File: config.mk
export PLATFORM = sky130hd
export DESIGN_NAME = ex_muldiv_unit_flat
export DESIGN_NICKNAME = d
export VERILOG_FILES = /design/src/rtl/ex_muldiv_unit_if.sv /design/src/rtl/ex_muldiv_unit.sv /design/src/flat_wrapper.sv
export SDC_FILE = /design/constraint.sdc
export NUM_CORES = 2
export LEC_CHECK = 0
export BUFFER_PORTS_ARGS = -buffer_cell sky130_fd_sc_hd__buf_4
export CORE_UTILIZATION = 66
export DETAILED_ROUTE_END_ITERATION = 8
export GPL_TIMING_DRIVEN = 0
export HOLD_SLACK_MARGIN = 0.02
export PLACE_DENSITY = 0.83
export REMOVE_ABC_BUFFERS = 1
export SYNTH_ARGS = -nofsm -noshare
export SYNTH_HDL_FRONTEND = slang
export SYNTH_SLANG_ARGS = --single-unit
File: constraint.sdc
create_clock -name clk -period 10.84 [get_ports clk]
set_clock_uncertainty 0.1 [all_clocks]
set_input_delay 0.542 -clock clk [delete_from_list [all_inputs] [get_ports clk]]
set_output_delay 0.542 -clock clk [all_outputs]
set_load 0.01 [all_outputs]
File: src/rtl/ex_muldiv_unit_if.sv
`default_nettype none
// ============================================================================
// Module      : ex_muldiv_unit_if
// Description : EX-stage multiply/divide handshake and result bundle.
// Revision    : 1.0 - initial release
// ============================================================================
interface ex_muldiv_unit_if #(
  parameter int DATA_WIDTH = 32,
  parameter int REG_ID_W   = 5
) ();
  logic                  start;
  logic                  flush;
  logic [2:0]            funct3;
  logic [DATA_WIDTH-1:0] op_a;
  logic [DATA_WIDTH-1:0] op_b;
  logic [REG_ID_W-1:0]   rd_id;
  logic                  stall;
  logic                  done;
  logic [DATA_WIDTH-1:0] result;
  logic [REG_ID_W-1:0]   rd_id_out;

  modport master (
    output start, flush, funct3, op_a, op_b, rd_id,
    input  stall, done, result, rd_id_out
  );

  modport slave (
    input  start, flush, funct3, op_a, op_b, rd_id,
    output stall, done, result, rd_id_out
  );
endinterface
`default_nettype wire

File: src/rtl/ex_muldiv_unit.sv
`default_nettype none
// ============================================================================
// Module      : ex_muldiv_unit
// Description : RV32M multiply (2 cycles) / radix-2 restoring divide
//               (DATA_WIDTH+2 cycles) engine for the EX stage.
//               Optional macro MULDIV_EARLY_OUT_EN: resolve divide-by-zero and
//               signed overflow at accept time (done one cycle later).
// Revision    : 1.0 - initial release
// ============================================================================
module ex_muldiv_unit #(
  parameter int DATA_WIDTH = 32,
  parameter int REG_ID_W   = 5
) (
  input  wire logic         clk,
  input  wire logic         reset,
  ex_muldiv_unit_if.slave   bus
);

  localparam int CNT_W = $clog2(DATA_WIDTH) + 1;
  localparam logic [CNT_W-1:0] C_DIV_LAST = CNT_W'(DATA_WIDTH);

  typedef enum logic [1:0] {
    S_IDLE = 2'd0,
    S_MUL  = 2'd1,
    S_DIV  = 2'd2,
    S_DONE = 2'd3
  } state_t;

  state_t                state_q, state_d;
  logic [DATA_WIDTH-1:0] a_q, a_d;
  logic [DATA_WIDTH-1:0] b_q, b_d;
  logic [1:0]            fn_q, fn_d;
  logic [REG_ID_W-1:0]   rd_q, rd_d;
  logic [DATA_WIDTH-1:0] result_q, result_d;
  logic [REG_ID_W-1:0]   rd_id_out_q, rd_id_out_d;
  logic                  done_q, done_d;
  logic [CNT_W-1:0]      cnt_q, cnt_d;
  logic [DATA_WIDTH-1:0] rem_q, rem_d;
  logic [DATA_WIDTH-1:0] quo_q, quo_d;
  logic [DATA_WIDTH-1:0] dvs_q, dvs_d;
  logic                  q_neg_q, q_neg_d;
  logic                  r_neg_q, r_neg_d;

  logic                    w_a_neg;
  logic                    w_b_neg;
  logic [DATA_WIDTH-1:0]   w_mag_a;
  logic [DATA_WIDTH-1:0]   w_mag_b;
  logic                    w_a_signed;
  logic                    w_b_signed;
  logic [2*DATA_WIDTH-1:0] w_mul_a;
  logic [2*DATA_WIDTH-1:0] w_mul_b;
  logic [2*DATA_WIDTH-1:0] w_prod;
  logic [DATA_WIDTH-1:0]   w_mul_res;
  logic [DATA_WIDTH:0]     w_rem_sh;
  logic [DATA_WIDTH:0]     w_diff;
  logic                    w_q_bit;
  logic [DATA_WIDTH-1:0]   w_rem_next;
  logic [DATA_WIDTH-1:0]   w_q_fix;
  logic [DATA_WIDTH-1:0]   w_r_fix;

  // Signed divide variants are 100/110, i.e. funct3[0]==0.
  always_comb begin
    w_a_neg = bus.op_a[DATA_WIDTH-1] & ~bus.funct3[0];
    w_b_neg = bus.op_b[DATA_WIDTH-1] & ~bus.funct3[0];
    w_mag_a = w_a_neg ? (~bus.op_a + 1'b1) : bus.op_a;
    w_mag_b = w_b_neg ? (~bus.op_b + 1'b1) : bus.op_b;
  end

  // Sign-extend to 2W bits; the 2W-bit wrapped product is exact for every mix.
  always_comb begin
    w_a_signed = (fn_q == 2'b01) | (fn_q == 2'b10);
    w_b_signed = (fn_q == 2'b01);
    w_mul_a    = {{DATA_WIDTH{w_a_signed & a_q[DATA_WIDTH-1]}}, a_q};
    w_mul_b    = {{DATA_WIDTH{w_b_signed & b_q[DATA_WIDTH-1]}}, b_q};
    w_prod     = w_mul_a * w_mul_b;
    w_mul_res  = (fn_q == 2'b00) ? w_prod[DATA_WIDTH-1:0]
                                 : w_prod[2*DATA_WIDTH-1:DATA_WIDTH];
  end

  always_comb begin
    w_rem_sh   = {rem_q, quo_q[DATA_WIDTH-1]};
    w_diff     = w_rem_sh - {1'b0, dvs_q};
    w_q_bit    = ~w_diff[DATA_WIDTH];
    w_rem_next = w_q_bit ? w_diff[DATA_WIDTH-1:0] : w_rem_sh[DATA_WIDTH-1:0];
    // A zero divisor leaves an all-ones quotient, which must not be negated.
    w_q_fix    = (q_neg_q && (dvs_q != '0)) ? (~quo_q + 1'b1) : quo_q;
    w_r_fix    = r_neg_q ? (~rem_q + 1'b1) : rem_q;
  end

  always_comb begin
    state_d     = state_q;
    a_d         = a_q;
    b_d         = b_q;
    fn_d        = fn_q;
    rd_d        = rd_q;
    result_d    = result_q;
    rd_id_out_d = rd_id_out_q;
    done_d      = 1'b0;
    cnt_d       = cnt_q;
    rem_d       = rem_q;
    quo_d       = quo_q;
    dvs_d       = dvs_q;
    q_neg_d     = q_neg_q;
    r_neg_d     = r_neg_q;

    if (bus.flush) begin
      state_d = S_IDLE;
    end else begin
      case (state_q)
        S_IDLE: begin
          if (bus.start) begin
            a_d     = bus.op_a;
            b_d     = bus.op_b;
            fn_d    = bus.funct3[1:0];
            rd_d    = bus.rd_id;
            cnt_d   = '0;
            rem_d   = '0;
            quo_d   = w_mag_a;
            dvs_d   = w_mag_b;
            q_neg_d = w_a_neg ^ w_b_neg;
            r_neg_d = w_a_neg;
            state_d = bus.funct3[2] ? S_DIV : S_MUL;
`ifdef MULDIV_EARLY_OUT_EN
            if (bus.funct3[2]) begin
              if (bus.op_b == '0) begin
                result_d    = bus.funct3[1] ? bus.op_a : '1;
                rd_id_out_d = bus.rd_id;
                done_d      = 1'b1;
                state_d     = S_DONE;
              end else if (~bus.funct3[0]
                           && (bus.op_a == {1'b1, {(DATA_WIDTH-1){1'b0}}})
                           && (bus.op_b == '1)) begin
                result_d    = bus.funct3[1] ? '0 : bus.op_a;
                rd_id_out_d = bus.rd_id;
                done_d      = 1'b1;
                state_d     = S_DONE;
              end
            end
`endif
          end
        end
        S_MUL: begin
          result_d    = w_mul_res;
          rd_id_out_d = rd_q;
          done_d      = 1'b1;
          state_d     = S_DONE;
        end
        S_DIV: begin
          if (cnt_q == C_DIV_LAST) begin
            result_d    = fn_q[1] ? w_r_fix : w_q_fix;
            rd_id_out_d = rd_q;
            done_d      = 1'b1;
            state_d     = S_DONE;
          end else begin
            rem_d = w_rem_next;
            quo_d = {quo_q[DATA_WIDTH-2:0], w_q_bit};
            cnt_d = cnt_q + 1'b1;
          end
        end
        default: begin
          // DONE: a start still asserted here belongs to the retiring op.
          state_d = S_IDLE;
        end
      endcase
    end
  end

  always_ff @(posedge clk) begin
    if (reset) begin
      state_q     <= S_IDLE;
      a_q         <= '0;
      b_q         <= '0;
      fn_q        <= '0;
      rd_q        <= '0;
      result_q    <= '0;
      rd_id_out_q <= '0;
      done_q      <= 1'b0;
      cnt_q       <= '0;
      rem_q       <= '0;
      quo_q       <= '0;
      dvs_q       <= '0;
      q_neg_q     <= 1'b0;
      r_neg_q     <= 1'b0;
    end else begin
      state_q     <= state_d;
      a_q         <= a_d;
      b_q         <= b_d;
      fn_q        <= fn_d;
      rd_q        <= rd_d;
      result_q    <= result_d;
      rd_id_out_q <= rd_id_out_d;
      done_q      <= done_d;
      cnt_q       <= cnt_d;
      rem_q       <= rem_d;
      quo_q       <= quo_d;
      dvs_q       <= dvs_d;
      q_neg_q     <= q_neg_d;
      r_neg_q     <= r_neg_d;
    end
  end

  assign bus.stall     = ((state_q == S_IDLE) & bus.start)
                       | (state_q == S_MUL) | (state_q == S_DIV);
  assign bus.done      = done_q;
  assign bus.result    = result_q;
  assign bus.rd_id_out = rd_id_out_q;

endmodule
`default_nettype wire

File: src/flat_wrapper.sv
// flat-port wrapper written by rule: the top's interface ports become plain ports
module ex_muldiv_unit_flat 
#(
  parameter int DATA_WIDTH = 32,
  parameter int REG_ID_W   = 5
)
  (clk, reset, bus_start, bus_flush, bus_funct3, bus_op_a, bus_op_b, bus_rd_id, bus_stall, bus_done, bus_result, bus_rd_id_out);
  ex_muldiv_unit_if #(.DATA_WIDTH(DATA_WIDTH), .REG_ID_W(REG_ID_W)) bus_i ();
  input  wire logic clk;
  input  wire logic reset;
  input wire logic [$bits(bus_i.start)-1:0] bus_start;
  input wire logic [$bits(bus_i.flush)-1:0] bus_flush;
  input wire logic [$bits(bus_i.funct3)-1:0] bus_funct3;
  input wire logic [$bits(bus_i.op_a)-1:0] bus_op_a;
  input wire logic [$bits(bus_i.op_b)-1:0] bus_op_b;
  input wire logic [$bits(bus_i.rd_id)-1:0] bus_rd_id;
  output wire logic [$bits(bus_i.stall)-1:0] bus_stall;
  output wire logic [$bits(bus_i.done)-1:0] bus_done;
  output wire logic [$bits(bus_i.result)-1:0] bus_result;
  output wire logic [$bits(bus_i.rd_id_out)-1:0] bus_rd_id_out;
  assign bus_i.start = bus_start;
  assign bus_i.flush = bus_flush;
  assign bus_i.funct3 = bus_funct3;
  assign bus_i.op_a = bus_op_a;
  assign bus_i.op_b = bus_op_b;
  assign bus_i.rd_id = bus_rd_id;
  assign bus_stall = bus_i.stall;
  assign bus_done = bus_i.done;
  assign bus_result = bus_i.result;
  assign bus_rd_id_out = bus_i.rd_id_out;
  ex_muldiv_unit #(.DATA_WIDTH(DATA_WIDTH), .REG_ID_W(REG_ID_W)) u_core (.clk(clk), .reset(reset), .bus(bus_i));
endmodule
* Yosys cells after proc, flatten, opt, wreduce, memory -nomap -nowiden
Index checks and enable logic that the tools add are counted.
** Storage, ports and cells
- Output and inout port bits :: 39
- Bits in registers :: 215
- Bits of input ports :: 76
- Word-level logic and storage cells :: 82
** Operators by class
- Mux-type cells :: 26
- Equality and inequality tests :: 8
- Reductions and logical operators :: 11
- Multipliers :: 1
- Bitwise logic cells :: 16
- Add/subtract/negate cells :: 6
** Operators with widths (number)
- $mux 32 :: 12
- $pmux 32 s2 :: 3
- $add 32x1->32 const B :: 4
- $not 32->32 :: 4
- $mul 33x33->64 :: 1
- $sub 33x32->33 :: 1
- $reduce_bool 32->1 :: 1
- $mux 6 :: 2
- $pmux 6 s2 :: 1
- $pmux 5 s2 :: 1
- $add 6x1->6 const B :: 1
- $eq 6x6->1 const B :: 1
- $mux 2 :: 3
- $pmux 2 s3 :: 1
- $reduce_and 3->1 :: 2
- $and 1x1->1 :: 5
- $mux 5 :: 1
- $eq 2x1->1 const B :: 2
- $eq 2x2->1 const B :: 2
- $logic_not 2->1 :: 2
- $ne 2x2->1 const B :: 2
- $reduce_and 4->1 :: 1
- $reduce_bool 2->1 :: 2
- $not 1->1 :: 3
- other kinds (8) :: 10

* Longest topological paths before layout
- Word-level depth :: 6
- Depth in mapped cells :: 35
- Gate-level depth less buffers :: 31

* Worst setup path after synthesis
No wires, ideal clock.
- Kind :: register -> register
- From :: reg u_core.fn_q[1]
- To :: reg u_core.result_q[28], in the netlist u_core.bus.result[28]
- Path buffers :: 3
- Required time :: 10.616 ns
- Stages on the path, launching flop included :: 34
- Period minus slack after synthesis :: 8.847 ns
- Path slack :: 1.993 ns
- Setup time :: 0.124 ns
- Arrival :: 8.623 ns
- Cells stage by stage :: dfxtp_1 -> clkbuf_1 -> clkinv_1 -> ha_1 -> and2_1 -> clkbuf_1 -> clkbuf_1 -> nand2_1 -> inv_1 -> fa_1 -> inv_1 -> fa_1 -> inv_1 -> fa_1 -> fa_1 -> inv_1 -> fa_1 -> inv_1 -> fa_1 -> inv_1 -> fa_1 -> fa_1 -> inv_1 -> ha_1 -> a21o_1 -> a211oi_1 -> nand2_1 -> o21ai_0 -> o21ai_1 -> a221oi_1 -> o21ai_1 -> a21oi_1 -> xor2_1 -> o21ai_1
** On the way
- Cells in the longest elaborated chain, start to end :: 6
- Elaborated cells between the ends (all ways) :: 11
- Classes of those cells :: mul: 1; eq/ne: 2; mux: 4; bitwise: 3; reduce/logical: 1
** Ends and longest elaborated chain
- start: declaration :: RTL line ex_muldiv_unit.sv:32 : logic [1:0] fn_q, fn_d;
- start signal: assignment :: RTL line ex_muldiv_unit.sv:188 : fn_q <= fn_d;
- $eq 2x1->1 / $eq 2x2->1 (equally long branches) :: RTL line ex_muldiv_unit.sv:71, ex_muldiv_unit.sv:72
- $or 1x1->1 :: RTL line ex_muldiv_unit.sv:71 : w_a_signed = (fn_q == 2'b01) | (fn_q == 2'b10);
- $and 1x1->1 :: RTL line ex_muldiv_unit.sv:73 : w_mul_a = {{DATA_WIDTH{w_a_signed & a_q[DATA_WIDTH-1]}}, a_q};
- $mul 33x33->64 :: RTL line ex_muldiv_unit.sv:75 : w_prod = w_mul_a * w_mul_b;
- $mux 32 :: RTL line ex_muldiv_unit.sv:76 : w_mul_res = (fn_q == 2'b00) ? w_prod[DATA_WIDTH-1:0]
- $pmux 32 s2 * :: RTL line ex_muldiv_unit.sv:109 : case (state_q)
- end signal: assignment :: RTL line ex_muldiv_unit.sv:190 : result_q <= result_d;
- end: declaration :: RTL line ex_muldiv_unit.sv:34 : logic [DATA_WIDTH-1:0] result_q, result_d;
Every way passes the cells marked *; elsewhere a longest branch is shown, timed or not. The select of a mux whose other input is x is not followed.
A chain may end at the register's enable or synchronous reset.

* Worst setup path in the final report
Ends and elaborated chain as after synthesis.

==> impl_metrics.yaml <==
timing:
  finalSetupViolations: 0
  fin_tns_setup_ps: 0
  slew_headroom_pct: 2.12
  setup_slack_ps: 499
  finalMaxSlewViolations: 0
  fin_crit_sh_pct: 95.4
  fmax_ghz: 0.0967
  hold_viol_final: 0
  fin_crit_ps: 10340
  rsz0062_at_grt: "no"
  tightest_slew_ps: 1470
global_route:
  antenna_found_initial: 3
  grtUsageTotal_pct: 35.9
  grt_pass1_wl_microns: 221000
  grt_max_degree: 98
  grt_pass1_vias: 42542
  gr-total-overflow: 0
die:
  coreArea_sq_um: 76200
  rows: 101
  die_area_sq_um: 78300
  die_h_microns: 280
  top_level_ports: 115
  initial_core_util_pct: 66.9
  die_x_microns: 280
final_layout:
  final_common_cell: "inv_1"
  postLayoutCoreUtil_pct: 69.5
  syn_to_final_growth_pct: 4.02
  finalNetCount: 7296
  layout_common_cells: "inv_1, nand2_1, fa_1"
  drive_gt1_share_pct: 4.99
cts:
  tritoncts: "yes"
  cts_root_buf: "clkbuf_16"
  numCtsBuffers: 24
  clk_pin_slew_ps: 60
  cts_sinks: 214
  clockBufferDepth: 3
  htreeDepth: 1
  clk_latency_ps: 530
yosys:
  async_reset_ff_share_pct: 0
  synth_top_area_share_pct: 44.2
  synthTopCellsByArea: "fa_1, inv_1, nand2_1, dfxtp_1, ha_1"
  synth_edf_count: 0
  ys_ff_latch: 214
  yosysTopAreaCell: "fa_1"
  synthCells: 6028
  ys_warn_count: 0
  synth_area_per_cell_sq_um: 8.45
  syn_area_sq_um: 50900
  yosysSeqAreaShare_pct: 8.41
  ys_types: 83
  synth_top_flop_cell: "dfxtp_1"
setup_path:
  worst-r2r-cell-count: 30
  start_kind: "flip-flop"
  max_stage_delay_ps: 870
  critPathSlowestCell: "fa_1"
  crit_arrival_ps: 10650
  path_common_cell: "fa_1"
  critPathMaxFanout: 30
  worst_setup_path_end_kind: "flip-flop"
  r2r_slack_ps: 500
  critPathRequiredTime_ps: 11150
  crit_type: "reg -> reg"
power:
  powerDensity_nw_per_um2: 52.4
  leakage_nw: 24.2
  ir_drop_uv: 128
  finalPower_w: 0.00278
drt:
  firstDrtPassIters: 7
  drt_iter0_drc: 3671
  routed_wl_microns: 135000
  wire_per_inst_microns: 19.6
  ant_nets: 0
  drc: 0
  drt-vias-per-instance: 5.93
  vias: 40827
status:
  status: "completed"
place:
  hpwl_microns: 105000
  gp_congestion: 0.996
  post-place-ws_ps: -1090
  numPortBuffers: 114
worst_hold_path:
  worstHoldPathType: "in -> reg"
  min_path_cells: 3
run:
  drv_cap: 0
## state kept, by name, indices dropped and copies added (netlist names)
name and cells:
u_core.bus.rd_id_out 5, u_core.q_neg_q 1, u_core.dvs_q 31, u_core.r_neg_q 1, u_core.rem_q 32, u_core.bus.result 32
u_core.a_q 32, u_core.state_q 2, u_core.cnt_q 6, u_core.b_q 32, u_core.quo_q 32, u_core.bus.done 1
u_core.fn_q 2, u_core.rd_q 5
## per-layer routing
layer / track usage [%] / share of wire (%)
met1: 47.1 / 37
met2: 59.1 / 48
met3: 5.83 / 9.7
met4: 15.4 / 4.7
met5: 0 / 0
## power breakdown
group          internal, W  switching (W)
combinational     0.000387       0.000613
clock             0.000423       0.000331
sequential        0.000827       0.000194
total              0.00164        0.00114
## area by class of cell
type	instances	area, sq um
Timing Repair Buffer	133	1230
Antenna cell	2	5.00
Clock inverter	8	57.6
Fill cell	5852	23200
Tap cell	1030	1290
Sequential cell	214	4360
Multi-Input combinational cell	4203	40700
Clock buffer	34	658
Inverter	1262	4740
## through the flow
stage          std cells  hold WS, ps  instance area (sq um)
2_1_floorplan       5679          326                  49600
3_3_place_gp        6823          340                  51800
3_5_place_dp        6840          348                  52200
4_1_cts             6882          144                  52900
5_1_grt             6886          152                  53000
6_report            6886          150                  53000
## cell families (layout without fill, tap and decap cells)
logic type / Yosys count / count (layout) / share of synthesized area [%]
xor+xnor: 216 / 216 / 3.71
other cells: 0 / 2 / 0
buf+inv: 1611 / 1437 / 11.9
flops: 214 / 214 / 8.41
fa+ha+maj: 1382 / 1382 / 50.5
compound gates: 706 / 706 / 8.65
simple gates: 1881 / 1881 / 16.4
mux: 18 / 18 / 0.354
## final timing paths
check,start,end
hold reg to reg,u_core.rd_q[1]$_SDFFE_PP0P_,u_core.bus.rd_id_out[1]$_SDFFE_PP0P_
hold / removal,bus_funct3[1],u_core.fn_q[1]$_SDFFE_PP0P_
setup reg to reg,u_core.fn_q[1]$_SDFFE_PP0P_,u_core.bus.result[28]$_SDFFE_PP0P_
setup / recovery,u_core.fn_q[1]$_SDFFE_PP0P_,u_core.bus.result[28]$_SDFFE_PP0P_
## Yosys cell counts (5+ instances only)
| cell | instances |
|---|---|
| a311oi_1 | 9 |
| and3_1 | 30 |
| nor2b_1 | 14 |
| o41ai_1 | 9 |
| o21ai_1 | 11 |
| o21a_1 | 11 |
| nand4_1 | 24 |
| nand2b_1 | 16 |
| buf_1 | 5 |
| ha_1 | 256 |
| or2_2 | 12 |
| nand2_1 | 1146 |
| a221oi_2 | 5 |
| xnor2_1 | 109 |
| fa_1 | 1126 |
| clkbuf_1 | 333 |
| a22oi_1 | 9 |
| dfxtp_1 | 214 |
| a21oi_1 | 263 |
| a22o_1 | 8 |
| o211ai_1 | 8 |
| inv_1 | 1261 |
| and2_1 | 275 |
| mux2i_1 | 18 |
| a31oi_1 | 16 |
| nand3_1 | 23 |
| or3_1 | 18 |
| or4_1 | 9 |
| or4_4 | 6 |
| nor3_1 | 39 |
| o21ai_0 | 172 |
| a222oi_1 | 10 |
| xor2_1 | 107 |
| o31ai_1 | 17 |
| a221oi_1 | 9 |
| nand3b_1 | 5 |
| buf_2 | 8 |
| a211oi_1 | 47 |
| nor2_1 | 230 |
| nor4_1 | 15 |
| a21o_1 | 36 |
| o22ai_1 | 5 |
| o21bai_1 | 14 |
## critical path, delay by kind of cell, from the launching register on
| family | cells | cell delay [ps] |
|---|---|---|
| AOI/OAI and AO/OA | 5 | 880 |
| xor gates and xnor gates | 1 | 310 |
| adders and majority gates | 10 | 5300 |
| buffers and inverters | 8 | 1540 |
| DFF | 1 | 590 |
| and+or+nand+nor | 6 | 1450 |
## what timing repair did
| action | CTS | global route |
|---|---|---|
| hold buffers | 0 | 0 |
| buffers inserted | 0 | 1 |
| gates resized for setup | 4 | 2 |
| endpoints found under the hold margin | 0 | 0 |
| endpoints found under the setup margin | 24 | 6 |
| pin swaps | 0 | 0 |
Note: power is estimated with default switching activity, not from simulation.
